$ cat src/rtl/fp16_pkg.sv
// fp16_pkg: shared types, constants and unpack helpers for the binary16 adder
package fp16_pkg;
  typedef enum logic [2:0] {IDLE, ALIGN, ADD, NORM, ROUND, DONE} state_t;
  localparam int EXP_W = 5;
  localparam int FRAC_W = 10;
  localparam int EXT_W = 14;
  localparam int EXP_BIAS = 15;
  localparam int EXP_MAX = 31;
  localparam logic [15:0] QNAN = 16'h7E00;
  localparam int FL_INV = 3;
  localparam int FL_OVF = 2;
  localparam int FL_UNF = 1;
  localparam int FL_INX = 0;
  // {hidden, frac, G, R, S} with G/R/S cleared
  function automatic logic [EXT_W-1:0] ext(input logic [14:0] x);
    return {|x[EXP_W+FRAC_W-1:FRAC_W], x[FRAC_W-1:0], 3'b000};
  endfunction
  // subnormals use exponent 1 so they line up with the smallest normal
  function automatic logic [EXP_W-1:0] eexp(input logic [14:0] x);
    return x[EXP_W+FRAC_W-1:FRAC_W] == '0 ? EXP_W'(1) : x[EXP_W+FRAC_W-1:FRAC_W];
  endfunction
endpackage

$ cat src/rtl/fp16_add_seq_if.sv
// fp16_add_seq_if: operation/result handshake bundle
//   IN_VALID/OUT_READY + IN_A, IN_B, IN_SUB : operation offered by upstream
//   OUT_VALID/IN_READY + OUT_RESULT, OUT_FLAGS : result taken by downstream
interface fp16_add_seq_if;
  logic        IN_VALID;
  logic        OUT_READY;
  logic [15:0] IN_A;
  logic [15:0] IN_B;
  logic        IN_SUB;
  logic        OUT_VALID;
  logic        IN_READY;
  logic [15:0] OUT_RESULT;
  logic [3:0]  OUT_FLAGS;
  modport slave (input IN_VALID, IN_A, IN_B, IN_SUB, IN_READY,
                 output OUT_READY, OUT_VALID, OUT_RESULT, OUT_FLAGS);
  modport master (output IN_VALID, IN_A, IN_B, IN_SUB, IN_READY,
                  input OUT_READY, OUT_VALID, OUT_RESULT, OUT_FLAGS);
endinterface

$ cat src/rtl/fp16_lzc.sv
// fp16_lzc: leading-zero count of a 14-bit mantissa (14 when all zero)
//   i_a : mantissa, o_cnt : number of leading zeros
module fp16_lzc
  import fp16_pkg::*;
(
  input  logic [EXT_W-1:0] i_a,
  output logic [3:0]       o_cnt
);
  always_comb begin
    o_cnt = 4'd14;
    for (int i = 0; i < EXT_W; i++) if (i_a[i]) o_cnt = 4'(EXT_W - 1 - i);
  end
endmodule

$ cat src/rtl/fp16_add_seq.sv
// fp16_add_seq: multi-cycle binary16 adder/subtractor, IDLE-ALIGN-ADD-NORM-ROUND-DONE
//   IN_CLK, IN_RST_N (sync, active-low) : clock and reset
//   bus (slave) : operation in (A, B, SUB), result out (RESULT, FLAGS)
module fp16_add_seq
  import fp16_pkg::*;
(
  input logic           IN_CLK,
  input logic           IN_RST_N,
  fp16_add_seq_if.slave bus
);
  state_t r_state, w_next;
  logic [15:0] r_a, r_b, r_res;
  logic r_sub, r_sgn, r_eff_sub, r_spec, r_inv;
  logic [15:0] r_spec_res;
  logic [5:0] r_exp;
  logic [EXT_W-1:0] r_ml, r_ms;
  logic [EXT_W:0] r_sum;
  logic [3:0] r_flags;
  always_ff @(posedge IN_CLK) r_state <= !IN_RST_N ? IDLE : w_next;
  always_comb begin
    w_next = r_state;
    case (r_state)
      IDLE:    w_next = bus.IN_VALID ? ALIGN : IDLE;
      ALIGN:   w_next = ADD;
      ADD:     w_next = NORM;
      NORM:    w_next = ROUND;
      ROUND:   w_next = DONE;
      DONE:    w_next = bus.IN_READY ? IDLE : DONE;
      default: w_next = IDLE;
    endcase
  end
  assign bus.OUT_READY = r_state == IDLE;
  assign bus.OUT_VALID = r_state == DONE;
  assign bus.OUT_RESULT = r_res;
  assign bus.OUT_FLAGS = r_flags;
  logic w_sa, w_sb, w_nan_a, w_nan_b, w_inf_a, w_inf_b, w_inf_clash, w_lost;
  logic [15:0] w_big, w_sml;
  logic [4:0] w_diff;
  logic [3:0] w_sh;
  logic [EXT_W-1:0] w_ms_ext, w_shifted;
  assign w_sa = r_a[15];
  assign w_sb = r_b[15] ^ r_sub;
  assign w_nan_a = &r_a[14:10] & |r_a[9:0];
  assign w_nan_b = &r_b[14:10] & |r_b[9:0];
  assign w_inf_a = &r_a[14:10] & ~|r_a[9:0];
  assign w_inf_b = &r_b[14:10] & ~|r_b[9:0];
  assign w_inf_clash = w_inf_a & w_inf_b & (w_sa ^ w_sb);
  // ties keep A as the larger operand, so equal magnitudes take A's sign
  assign w_big = r_a[14:0] >= r_b[14:0] ? {w_sa, r_a[14:0]} : {w_sb, r_b[14:0]};
  assign w_sml = r_a[14:0] >= r_b[14:0] ? {w_sb, r_b[14:0]} : {w_sa, r_a[14:0]};
  assign w_diff = eexp(w_big[14:0]) - eexp(w_sml[14:0]);
  assign w_sh = w_diff > 5'd13 ? 4'd13 : w_diff[3:0];
  assign w_ms_ext = ext(w_sml[14:0]);
  assign w_shifted = w_ms_ext >> w_sh;
  assign w_lost = |(w_ms_ext & ~(14'h3FFF << w_sh));
  logic [3:0] w_lz, w_nsh;
  logic [5:0] w_lim, w_nexp;
  logic [EXT_W:0] w_norm;
  fp16_lzc u_lzc (.i_a(r_sum[EXT_W-1:0]), .o_cnt(w_lz));
  // left shift stops at exponent 1, leaving a subnormal mantissa
  assign w_lim = r_exp - 6'd1;
  assign w_nsh = {2'b00, w_lz} > w_lim ? w_lim[3:0] : w_lz;
  assign w_norm = r_sum[EXT_W] ? {1'b0, r_sum[EXT_W:2], |r_sum[1:0]} : {1'b0, r_sum[EXT_W-1:0] << w_nsh};
  assign w_nexp = r_sum[EXT_W] ? r_exp + 6'd1 : r_exp - {2'b00, w_nsh};
  logic w_up, w_inx, w_ovf, w_rs;
  logic [11:0] w_mr;
  logic [5:0] w_e;
  logic [4:0] w_ef;
  logic [9:0] w_frac;
  logic [15:0] w_res;
  logic [3:0] w_fl;
  assign w_up = r_sum[2] & (r_sum[1] | r_sum[0] | r_sum[3]);
  assign w_mr = {1'b0, r_sum[EXT_W-1:3]} + {11'b0, w_up};
  assign w_e = r_exp + {5'b0, w_mr[11]};
  // a subnormal that rounds up into bit 10 becomes the smallest normal
  assign w_ef = w_mr[11] ? w_e[4:0] : w_mr[10] ? r_exp[4:0] : 5'd0;
  assign w_frac = w_mr[11] ? w_mr[10:1] : w_mr[9:0];
  assign w_inx = |r_sum[2:0];
  assign w_ovf = w_e >= 6'(EXP_MAX);
  assign w_rs = w_mr == '0 && r_eff_sub ? 1'b0 : r_sgn;
  assign w_res = r_spec ? r_spec_res : w_ovf ? {r_sgn, 15'h7C00} : {w_rs, w_ef, w_frac};
  always_comb begin
    w_fl = '0;
    w_fl[FL_INV] = r_spec & r_inv;
    w_fl[FL_OVF] = ~r_spec & w_ovf;
    w_fl[FL_UNF] = ~r_spec & ~w_ovf & w_inx & (w_ef == '0);
    w_fl[FL_INX] = ~r_spec & (w_inx | w_ovf);
  end
  always_ff @(posedge IN_CLK)
    if (!IN_RST_N) begin
      r_res <= '0;
      r_flags <= '0;
    end else case (r_state)
      IDLE: if (bus.IN_VALID) begin
        r_a <= bus.IN_A;
        r_b <= bus.IN_B;
        r_sub <= bus.IN_SUB;
      end
      ALIGN: begin
        r_sgn <= w_big[15];
        r_exp <= {1'b0, eexp(w_big[14:0])};
        r_ml <= ext(w_big[14:0]);
        r_ms <= {w_shifted[EXT_W-1:1], w_shifted[0] | w_lost};
        r_eff_sub <= w_sa ^ w_sb;
        r_spec <= w_nan_a | w_nan_b | w_inf_a | w_inf_b;
        r_inv <= (w_nan_a & ~r_a[9]) | (w_nan_b & ~r_b[9]) | (~w_nan_a & ~w_nan_b & w_inf_clash);
        r_spec_res <= w_nan_a | w_nan_b | w_inf_clash ? QNAN : {w_inf_a ? w_sa : w_sb, 15'h7C00};
      end
      ADD: r_sum <= r_eff_sub ? {1'b0, r_ml} - {1'b0, r_ms} : {1'b0, r_ml} + {1'b0, r_ms};
      NORM: begin
        r_sum <= w_norm;
        r_exp <= w_nexp;
      end
      ROUND: begin
        r_res <= w_res;
        r_flags <= w_fl;
      end
      default: ;
    endcase
endmodule
$ cat src/flat_wrapper.sv
// flat-port wrapper written by rule: the top's interface ports become plain ports
module fp16_add_seq_flat import fp16_pkg::*;
  (IN_CLK, IN_RST_N, bus_IN_VALID, bus_IN_A, bus_IN_B, bus_IN_SUB, bus_IN_READY, bus_OUT_READY, bus_OUT_VALID, bus_OUT_RESULT, bus_OUT_FLAGS);
  fp16_add_seq_if bus_i ();
  input logic IN_CLK;
  input logic IN_RST_N;
  input wire logic [$bits(bus_i.IN_VALID)-1:0] bus_IN_VALID;
  input wire logic [$bits(bus_i.IN_A)-1:0] bus_IN_A;
  input wire logic [$bits(bus_i.IN_B)-1:0] bus_IN_B;
  input wire logic [$bits(bus_i.IN_SUB)-1:0] bus_IN_SUB;
  input wire logic [$bits(bus_i.IN_READY)-1:0] bus_IN_READY;
  output wire logic [$bits(bus_i.OUT_READY)-1:0] bus_OUT_READY;
  output wire logic [$bits(bus_i.OUT_VALID)-1:0] bus_OUT_VALID;
  output wire logic [$bits(bus_i.OUT_RESULT)-1:0] bus_OUT_RESULT;
  output wire logic [$bits(bus_i.OUT_FLAGS)-1:0] bus_OUT_FLAGS;
  assign bus_i.IN_VALID = bus_IN_VALID;
  assign bus_i.IN_A = bus_IN_A;
  assign bus_i.IN_B = bus_IN_B;
  assign bus_i.IN_SUB = bus_IN_SUB;
  assign bus_i.IN_READY = bus_IN_READY;
  assign bus_OUT_READY = bus_i.OUT_READY;
  assign bus_OUT_VALID = bus_i.OUT_VALID;
  assign bus_OUT_RESULT = bus_i.OUT_RESULT;
  assign bus_OUT_FLAGS = bus_i.OUT_FLAGS;
  fp16_add_seq u_core (.IN_CLK(IN_CLK), .IN_RST_N(IN_RST_N), .bus(bus_i));
endmodule
$ cat config.mk
export PLATFORM = sky130hd
export DESIGN_NAME = fp16_add_seq_flat
export DESIGN_NICKNAME = d
export VERILOG_FILES = /design/src/rtl/fp16_pkg.sv /design/src/rtl/fp16_add_seq_if.sv /design/src/rtl/fp16_lzc.sv /design/src/rtl/fp16_add_seq.sv /design/src/flat_wrapper.sv
export SDC_FILE = /design/constraint.sdc
export NUM_CORES = 1
export LEC_CHECK = 0
export ABC_AREA = 1
export CAP_MARGIN = 30
export CORE_MARGIN = 4
export CORE_UTILIZATION = 46
export DETAILED_ROUTE_END_ITERATION = 12
export GPL_TIMING_DRIVEN = 0
export PLACE_DENSITY = 0.64
export SYNTH_ARGS = -nofsm -noshare
export SYNTH_HDL_FRONTEND = slang
export SYNTH_SLANG_ARGS = --single-unit
$ cat constraint.sdc
create_clock -name IN_CLK -period 4.6 [get_ports IN_CLK]
set_input_delay 0.46 -clock IN_CLK [delete_from_list [all_inputs] [get_ports IN_CLK]]
set_output_delay 0.46 -clock IN_CLK [all_outputs]
set_load 0.1 [all_outputs]
# == Yosys cells after proc, flatten, opt, wreduce, memory -nomap -nowiden ==
# Index checks and enable logic that the tools add are counted.
# classes
muxes,36
n_shift,3
addsub,8
reduce_logical,23
n_eq_ne,5
bitwise_logic,37
n_lt_le_gt_ge,4
# op_table
operator,count
two-way mux 4 bit,15
two-way mux 16 bit,3
two-way mux 15 bit,2
case mux 15 bit (2 select lines),1
two-way mux 10 bit,2
two-way mux 5 bit,4
OR reduction 10 bit,2
case mux 3 bit (6 select lines),1
AND 1 bit,17
adder 14 x 14 -> 15 bit,1
greater-or-equal comparator 15 bit,1
logical NOT 5 bit,3
subtractor 14 x 14 -> 15 bit,1
AND 14 bit,1
two-way mux 14 bit,1
NOT 14 bit,1
OR reduction 14 bit,1
<< shifter 14 x 4 -> 14 bit,1
<< shifter 14 x 4 -> 14 bit (first input constant),1
>> shifter 14 x 4 -> 14 bit,1
adder 11 x 1 -> 12 bit,1
logical NOT 12 bit,1
case mux 6 bit (2 select lines),1
bitwise OR 1 bit,10
other kinds (27),43
# word_totals
out_inout_bits,22
regBits,122
input_bits,37

# == Depth between registers and ports, before layout ==
# depth
depth_word,19
depth_mapped,36

# == By module ==
# Synthesis repeated with hierarchy kept, for this count alone.
# unflattened
hier_cells,1113
area_unflattened_um2,8341.8
# modules_own_cells
mod,cells_each,n_inst,area_each_um2
fp16_add_seq,1074,1,8154.1
fp16_lzc,39,1,187.7

# == Worst setup path before layout ==
# Ideal clock, no wire load.
# synth_path
kind,register -> register
startpoint,reg u_core.r_state[2]
endpoint,"reg u_core.r_a[0], enable pin"
synth_period_minus_slack_ps,4600
path_slack_ps,0
stages_incl_launch_ff,4
required_time_ps,4177
t_arrival_ps,4177
setup_ps,423
path_buffers,0
cell_sequence,dfxtp_1 nor3_1 nand2_1 nor2_1
# synth_between
elab_chain_len,2
# synth_lines
item,line,source
start: declaration,fp16_add_seq.sv:11,"state_t r_state, w_next;"
start signal: assignment,fp16_add_seq.sv:19,always_ff @(posedge IN_CLK) r_state <= !IN_RST_N ? IDLE : w_next;
logical NOT 3 bit,-,
via bus_OUT_READY,flat_wrapper.sv:12,output wire logic [$bits(bus_i.OUT_READY)-1:0] bus_OUT_READY;
AND reduction 3 bit (no source line),-,
end signal: assignment,fp16_add_seq.sv:95,r_a <= bus.IN_A;
end: declaration,fp16_add_seq.sv:12,"logic [15:0] r_a, r_b, r_res;"
# The timed path passes the listed nets, and every way through them passes these cells.
# A chain may end at the register's enable or synchronous reset.

# == Final worst setup path ==
# layout_path
startpoint,reg u_core.r_sum[0]
endpoint,"reg u_core.r_exp[5], data pin"
# layout_between
elab_chain_len,19
# layout_lines
item,line,source
start: declaration,fp16_add_seq.sv:17,logic [EXT_W:0] r_sum;
start signal: assignment,fp16_add_seq.sv:109,"ADD: r_sum <= r_eff_sub ? {1'b0, r_ml} - {1'b0, r_ms} : {1'b0, r_ml} + {1'b0, r_ms};"
start signal: assignment,fp16_add_seq.sv:111,r_sum <= w_norm;
two-way mux 2 bit *,fp16_lzc.sv:11,for (int i = 0; i < EXT_W; i++) if (i_a[i]) o_cnt = 4'(EXT_W - 1 - i);
two-way mux 4 bit * (13 in series),fp16_lzc.sv:11,
> comparator 4 x 6 -> 1 bit,fp16_add_seq.sv:62,"assign w_nsh = {2'b00, w_lz} > w_lim ? w_lim[3:0] : w_lz;"
two-way mux 4 bit *,fp16_add_seq.sv:62,
subtractor 6 x 4 -> 6 bit *,fp16_add_seq.sv:64,"assign w_nexp = r_sum[EXT_W] ? r_exp + 6'd1 : r_exp - {2'b00, w_nsh};"
two-way mux 6 bit *,fp16_add_seq.sv:64,
case mux 6 bit (2 select lines) *,fp16_add_seq.sv:93,end else case (r_state)
end signal: assignment,fp16_add_seq.sv:101,"r_exp <= {1'b0, eexp(w_big[14:0])};"
end signal: assignment,fp16_add_seq.sv:112,r_exp <= w_nexp;
end: declaration,fp16_add_seq.sv:15,logic [5:0] r_exp;
# Mark *: on every way between the ends. The rest lies on a longest branch, timed or not.

==> flow_summary.toml <==
[run_status]
status = "complete, no violations"

[timing]
worst_slack_ns = 0.121
tns_ns = 0
rsz0062_at_grt = "true"
finalCriticalPeriod_ns = 4.48
skew_ns = 0.00999
fmax_mhz = 223
relSlewSlack_pct = 34.8
maxSlewViolCount = 0
worstMarginPinSlew_ns = 0.975
setup_viol = 0
hold_viol_final = 0
hold_ws_ns = 0.473
period_share_pct = 97.4

[route]
ant_nets = 0
wl_met2_um = 10900
routed_wl_um = 21900
first_pass_iters = 5
drt_iter0_markers = 554
drt-met1-wl_um = 9360
dr_wl_met3_um = 978
viasPerCell = 5.37
wire_per_inst_um = 15.2
highest_layer = "met4"
via_count = 7744
drc = 0

[cells_and_area]
antenna_cells = 0
post-route-util_pct = 56.7
nets = 1307
areaGrowthSynthToFinish_pct = 20.0
regArea_um2 = 3010
multiInputGateArea_um2 = 4740
drive_gt1_share_pct = 11.2
fillers = 1683

[worst_setup_path]
cp_slowest_cell = "edfxtp_1"
critPathMaxFanout = 8
r2r_setup_slack_ns = 0.12
critPathMaxStageDelay_ns = 0.38
critPathArrivalTime_ns = 4.57
startpoint_type = "register"
required_ns = 4.69
cpMostUsedCell = "nand2_1"
worstSetupPathType = "reg -> reg"
cp-end-kind = "register"

[global_routing]
grtUsageTotal_pct = 21.7
antenna_found_initial = 0
grt_max_degree = 34
grt_pass1_vias = 7196
grt_pass1_wl_um = 35100
overflow = 0

[worst_hold_path]
hp-class = "reg -> reg"

[logic_synthesis]
syn-num-nets = 1210
synth_top_cell_by_area = "edfxtp_1"
synth_top_area_share_pct = 31.0
avgSynthCellArea_um2 = 7.38
ys_async_sr_fraction_pct = 0
synth.area.top_cells = "edfxtp_1 (31%), nand2_1 (12%), ha_1 (8.5%), inv_1 (6.8%), nand3_1 (6.6%)"
synth_edf_count = 85
ys_seq_area_share_pct = 36.6
synth_seq_cells = 108
synth_warnings = 0
synth_area_um2 = 8230
ys_types = 48
synth_most_common_cell = "nand2_1"
syn_inst = 1115
synth_flop_cell = "edfxtp_1"
synthTopCellsByCount = "nand2_1 (274), inv_1 (150), nand3_1 (109)"

[floorplanning]
die_w_um = 142
dieArea_um2 = 20100
row_count = 48
ios = 59
initial_core_util_pct = 47.2
die_h_um = 142
coreArea_um2 = 17400

[cts]
clk_path_buf_depth = 2
clkSlewWorstSetupHoldPaths_ns = 0.07
cts_max_level = 3
cts_buffers = 9
clkSinkCount = 108
ctsHoldBuffers = 0
root_buffer = "clkbuf_16"
tritoncts = "yes"
clk_latency_ns = 0.36

[placement]
place_hpwl_um = 17400
port_buffers = 58
place_congestion = 0.948
preCtsSetupSlack_ns = -0.510

[power_and_ir_drop]
power_density_nw_per_um2 = 338
ir_drop_uv = 218
p_leak_nw = 4.37
power_mw = 3.33

[job]
maxCapViolCount = 0
==> report_power, final <==
group          leakage [nW]  internal (mW)  total [mW]  switching [mW]
clock network         0.139          0.371       0.737           0.366
logic                  3.26          0.495        1.39           0.896
registers             0.966           1.16        1.21          0.0478
total                  4.37           2.02        3.33            1.31
==> stage by stage <==
stage,cells,area (µm²)
5_1_grt,1442,9870
3_3_place_gp,1398,9090
6_report,1442,9870
2_1_floorplan,1115,8230
3_5_place_dp,1400,9130
4_1_cts,1421,9490
==> critical path, delay by kind of cell, from the launching register on <==
kind                     cells  cell delay, ns
buffers and inverters        6            0.39
adder cells (fa/ha/maj)      3            0.82
AND/OR/NAND/NOR             13            1.05
flip-flops                   1            0.38
XOR/XNOR                     2            0.32
AO/OA/AOI/OAI                9            1.24
==> area by class of cell <==
cell class | count | share of cell area, %
Buffer | 26 | 1.60
Sequential cell | 108 | 30.5
Timing Repair Buffer | 86 | 8.15
Inverter | 157 | 6.07
Clock buffer | 9 | 2.28
Tap cell | 225 | 2.85
Clock inverter | 7 | 0.482
Multi-Input combinational cell | 824 | 48.0
==> what timing repair did <==
item	CTS	global route
setup buffers	5	21
gates resized for setup	23	63
pin swaps	1	22
setup endpoints to repair	16	17
==> sequential cells by signal (all words and copies together), names as in the netlist <==
signal and flops:
u_core.r_a 16, u_core.bus.OUT_FLAGS 4, u_core.r_b 16, u_core.r_state 3
u_core.r_spec 1, u_core.bus.OUT_RESULT 16, u_core.r_sum 15, u_core.r_sgn 1
u_core.r_eff_sub 1, u_core.r_ml 11, u_core.r_inv 1, u_core.r_ms 14
u_core.r_sub 1, u_core.r_exp 6, u_core.r_spec_res 2
==> final timing paths <==
kind	start	end	depth (start not counted)
worst max-delay path	u_core.r_sum[0]	u_core.r_exp[5]	33
worst min-delay path	u_core.bus.OUT_RESULT[1]	u_core.bus.OUT_RESULT[1]	2
worst max register to register	u_core.r_sum[0]	u_core.r_exp[5]	33
worst min register to register	u_core.bus.OUT_RESULT[1]	u_core.bus.OUT_RESULT[1]	2
==> layout by cell type (no fill, tap or decap), types with 14 or more instances in the layout <==
| cell type | n |
|---|---|
| nand2_1 | 269 |
| inv_1 | 143 |
| nand3_1 | 107 |
| edfxtp_1 | 85 |
| a21oi_1 | 71 |
| o21ai_0 | 69 |
| nor2_1 | 65 |
| clkdlybuf4s50_1 | 58 |
| ha_1 | 52 |
| buf_4 | 28 |
| dfxtp_1 | 23 |
| xor2_1 | 21 |
| nor3_1 | 18 |
| clkbuf_1 | 14 |
| nand4_1 | 14 |
==> routing by layer <==
layer  vias up  global-route usage [%]
met5         -                       0
met4         0                    7.98
met3        44                    3.27
met2       226                    38.0
met1      3506                    27.0
li1       3968                       -
==> cells by family (layout without fill, tap and decap cells) <==
group / Yosys count / after routing / share of synthesized area [%]
flops: 108 / 108 / 36.6
xor+xnor: 26 / 26 / 2.77
fa+ha+maj: 58 / 58 / 9.00
simple gates: 528 / 528 / 28.0
compound gates: 209 / 209 / 14.5
buf+inv: 183 / 285 / 8.73
mux: 3 / 3 / 0.365
Power figures use the tool's default switching activity.
